[src/rtl/fir_filter_prog.sv]
// rtl/fir_filter_prog.sv - programmable FIR with runtime coefficient writes, 3-stage pipeline,
// rounding right-shift and output saturation.
module fir_filter_prog #(
  parameter int DATA_W = 8,
  parameter int COEF_W = 8,
  parameter int TAPS   = 4,
  parameter int OUT_W  = 16,
  parameter int SHIFT  = 0
) (
  input  logic                       clk,
  input  logic                       reset,
  input  logic                       in_valid,
  input  logic signed [DATA_W-1:0]   x_in,
  input  logic                       coef_we,
  input  logic [$clog2(TAPS)-1:0]    coef_addr,
  input  logic signed [COEF_W-1:0]   coef_data,
  output logic                       out_valid,
  output logic signed [OUT_W-1:0]    y_out,
  output logic                       sat_flag
);

  localparam int ADDR_W = $clog2(TAPS);
  localparam int PROD_W = DATA_W + COEF_W;
  localparam int ACC_W  = PROD_W + $clog2(TAPS);
  // One spare bit keeps the rounding add from wrapping; RW also covers OUT_W for the limits.
  localparam int RW     = ((ACC_W + 1 > OUT_W) ? ACC_W + 1 : OUT_W) + 1;

  localparam logic signed [RW-1:0] RND  =
    (SHIFT > 0) ? (RW'(1) <<< ((SHIFT > 0) ? SHIFT - 1 : 0)) : '0;
  localparam logic signed [RW-1:0] MAXV = RW'((64'sd1 <<< (OUT_W - 1)) - 64'sd1);
  localparam logic signed [RW-1:0] MINV = ~MAXV;

  logic signed [DATA_W-1:0] tap  [TAPS];
  logic signed [COEF_W-1:0] coef [TAPS];
  logic signed [PROD_W-1:0] prod [TAPS];
  logic signed [ACC_W-1:0]  acc;
  logic signed [ACC_W-1:0]  sum;
  logic signed [RW-1:0]     rnd;
  logic signed [RW-1:0]     r;
  logic                     v0, v1, v2;

  always_comb begin
    sum = '0;
    for (int i = 0; i < TAPS; i++) begin
      sum = sum + ACC_W'(prod[i]);
    end
    rnd = RW'(acc) + RND;
    r   = rnd >>> SHIFT;
  end

  always_ff @(posedge clk) begin
    if (reset) begin
      for (int i = 0; i < TAPS; i++) begin
        tap[i]  <= '0;
        coef[i] <= '0;
        prod[i] <= '0;
      end
      acc       <= '0;
      v0        <= 1'b0;
      v1        <= 1'b0;
      v2        <= 1'b0;
      out_valid <= 1'b0;
      y_out     <= '0;
      sat_flag  <= 1'b0;
    end else begin
      v0 <= in_valid;
      if (in_valid) begin
        tap[0] <= x_in;
        for (int i = 1; i < TAPS; i++) begin
          tap[i] <= tap[i-1];
        end
      end
      // Addresses with no matching tap fall through every compare and are dropped.
      for (int i = 0; i < TAPS; i++) begin
        if (coef_we && coef_addr == ADDR_W'(i)) begin
          coef[i] <= coef_data;
        end
      end
      for (int i = 0; i < TAPS; i++) begin
        prod[i] <= PROD_W'(tap[i]) * PROD_W'(coef[i]);
      end
      v1        <= v0;
      acc       <= sum;
      v2        <= v1;
      out_valid <= v2;
      if (v2) begin
        if (r > MAXV) begin
          y_out    <= {1'b0, {(OUT_W-1){1'b1}}};
          sat_flag <= 1'b1;
        end else if (r < MINV) begin
          y_out    <= {1'b1, {(OUT_W-1){1'b0}}};
          sat_flag <= 1'b1;
        end else begin
          y_out    <= r[OUT_W-1:0];
          sat_flag <= 1'b0;
        end
      end
    end
  end

endmodule

[config.mk]
export PLATFORM = sky130hd
export DESIGN_NAME = fir_filter_prog
export DESIGN_NICKNAME = d
export VERILOG_FILES = /design/src/rtl/fir_filter_prog.sv
export SDC_FILE = /design/constraint.sdc
export NUM_CORES = 1
export LEC_CHECK = 0
export CAP_MARGIN = 0
export CORE_MARGIN = 5
export CORE_UTILIZATION = 30
export CTS_CLUSTER_SIZE = 20
export DETAILED_ROUTE_END_ITERATION = 12
export GPL_TIMING_DRIVEN = 0
export PLACE_DENSITY_LB_ADDON = 0.1
export SETUP_SLACK_MARGIN = 0.05
export SYNTH_ARGS = -nofsm -noshare
export SYNTH_HDL_FRONTEND = slang
export SYNTH_SLANG_ARGS = --single-unit
[constraint.sdc]
create_clock -name clk -period 6.4 [get_ports clk]
set_clock_uncertainty 0.2 [all_clocks]
set_input_delay 0.64 -clock clk [delete_from_list [all_inputs] [get_ports clk]]
set_output_delay 0.64 -clock clk [all_outputs]
set_load 0.01 [all_outputs]
==> reports/results.tsv <==
metric	value	unit
grt_pass1_wl	67600	um
hold_ws	0.241	ns
synth_area_leaders	fa_1, dfxtp_1, edfxtp_1	
critPathCaptureType	flip-flop	
synth.top_cell.area_share	0.305	
cts.root.buffer_cell	clkbuf_16	
hold_violations	0	
maxSlewViolCount	0	
synthXorXnorAreaFrac	0.0354	
fmax	190	MHz
grt_busiest_layer	met2	
cts_resized	0	
nets	2117	
finalSetupTns	0	ns
mappedNetlistArea	16600	sq um
wl_per_cell	16.8	um
synth_adder_area_share	0.406	
drv_cap	0	
dieArea	60100	sq um
required	6.54	ns
critPathKind	flip-flop to flip-flop	
cts_tree	yes	
setup_viol	0	
synth_nets	2059	
post-route-drc-count	0	
cp_max_fo	8	
syn_inst	1651	
first_pass_iters	5	
seq_area_frac_synth	0.240	
track_usage	0.147	
syn2layout_area_growth	11.7	%
status	complete, no violations	
slew_headroom	0.400	
synth_top_area_cell	fa_1	
ir_drop	252	uV
antenna_left	0	
initial_core_util	0.302	
cts_setup_buffers	0	
diodes	0	
grt_use_met2	0.253	
row_count	86	
yosysWarnings	0	
yosysUniqueCellTypes	57	
antenna_found_initial	1	
synth_compound_area_frac	0.0626	
synth_ff_type	dfxtp_1	
use_met1	0.195	
synthArstFlopShare	0	
vias	10700	
cts_hold_buf	0	
ys_seq_elements	167	
postSynthAreaPerCell	10.1	sq um
io_pins	40	
worstPathArrival	5.39	ns
drive_gt1_frac	0.0354	
fillers	5682	
grt_pass1_vias	11900	
synthSimpleGateAreaFrac	0.171	
finalWirelength	41400	um
power_leakage	8.35	nW
met3_usage	0.0264	
port_buffers	39	
rsz0062_at_grt	false	
power.density	366	nW/um^2
clk_pin_slew	0.08	ns
fin_crit	5.25	ns
htree_levels	4	
cts_buffer_depth	2	
via_per_inst	4.34	
gp_congestion	0.784	
coreArea	55000	sq um
synth-edff-count	64	
die_y	245	um
fin_crit_sh	0.821	
cts-buffers-inserted	17	
drtIter0Drc	449	
clock_latency	0.47	ns
synth_mux_area_frac	0.00528	
worst_pin_slew	0.900	ns
clock_sinks	167	
hpwl	34700	um
grt_max_degree	33	
overflow	0	
min-delay-path-class	flip-flop to flip-flop	
critPathLaunchType	flip-flop	
synth_top_family_by_area	adder cells	
chipWidth	245	um
==> path summary, 6_finish.rpt <==
path | startpoint | endpoint | slack (ns) | cells past startpoint
setup / recovery | coef[1][2] | prod[1][15] | 1.15 | 16
hold / removal | v1 | v2 | 0.24 | 1
setup reg to reg | coef[1][2] | prod[1][15] | 1.15 | 16
hold reg to reg | v1 | v2 | 0.24 | 1
==> cells in the mapped netlist, types with 4 or more instances <==
master,instances
inv_1,326
fa_1,253
and2_1,232
ha_1,133
dfxtp_1,103
nor2_1,73
nand2_1,70
edfxtp_1,64
nor2b_1,57
a21oi_1,47
xnor2_1,47
o21ai_0,37
nand2b_1,29
nor3_1,23
xor2_1,20
clkbuf_1,17
o21a_1,10
a211oi_1,9
nand3_1,9
o22ai_1,9
a21o_1,8
mux2_2,6
or3_1,6
o31a_1,5
a31o_2,4
o21bai_1,4
or2_2,4
==> power breakdown <==
group	internal, W	total, W	switching [W]
Sequential	0.00133	0.00150	0.000176
Clock	0.000539	0.00107	0.000527
Combinational	0.00182	0.00422	0.00240
Total	0.00369	0.00679	0.00310
==> stage by stage <==
step	std cells	utilization	instance area (sq um)	total power, W	setup WS [ns]
finish	2470	0.337	18500	0.00679	1.15
detailed placement	2438	0.326	17900	0.00580	1.21
global placement	2438	0.326	17900	0.00582	1.18
CTS	2470	0.337	18500	0.00692	1.19
global route	2470	0.337	18500	0.00751	0.942
floorplan	1651	-	16600	0.00463	1.93
==> kinds of logic after synthesis <==
kind of cell / Yosys count
AOI/OAI and AO/OA: 160
DFF: 167
and+or+nand+nor: 514
adders and majority gates: 386
muxes: 8
buffers and inverters: 349
xor gates and xnor gates: 67
==> flip-flops by register name (all words and copies together) (netlist names), 16 cells and up <==
name and count:
coef 32, prod 64, y_out 16, tap 32, acc 18
==> area by class of cell <==
cell class | count | area, sq um | area share
sequential | 167 | 3980 | 0.215
clock inverter | 14 | 174 | 0.00938
timing repair buffer | 39 | 390 | 0.0211
buffer | 23 | 103 | 0.00554
tap | 748 | 936 | 0.0505
multi-input combinational | 1135 | 11300 | 0.609
clock buffer | 18 | 439 | 0.0237
inverter | 326 | 1220 | 0.0660
==> worst max-delay path: stages, from the launching register on <==
cell and delay [ns]:
edfxtp_1 0.56, nand2_1 0.18, inv_1 0.10, fa_1 0.62
inv_1 0.14, fa_1 0.50, inv_1 0.05, fa_1 0.49
inv_1 0.05, fa_1 0.48, inv_1 0.04, ha_1 0.22
or3_1 0.46, a211oi_1 0.37, o31ai_1 0.14, xnor2_1 0.37
nor2_1 0.13
==> metal layers <==
layer | wire length, um | vias up
li1 | - | 5246
met1 | 19700 | 5351
met2 | 20200 | 104
met3 | 1090 | 26
met4 | 412 | 0
met5 | 0 | -
==> cells in the final DEF, fill, tap and decap left out, drive strengths merged, types with 6 or more instances in the layout <==
| cell type | n |
|---|---|
| inv | 333 |
| fa | 253 |
| and2 | 232 |
| ha | 133 |
| dfxtp | 103 |
| nor2 | 73 |
| nand2 | 70 |
| edfxtp | 64 |
| nor2b | 58 |
| a21oi | 47 |
| xnor2 | 47 |
| clkdlybuf4s50 | 39 |
| o21ai | 39 |
| clkbuf | 35 |
| nand2b | 29 |
| nor3 | 23 |
| xor2 | 20 |
| o21a | 10 |
| a211oi | 10 |
| nand3 | 10 |
| o22ai | 9 |
| a21o | 8 |
| mux2 | 6 |
| or3 | 6 |
| clkinv | 6 |
| buf | 6 |
(Power assumes the default switching activity.)
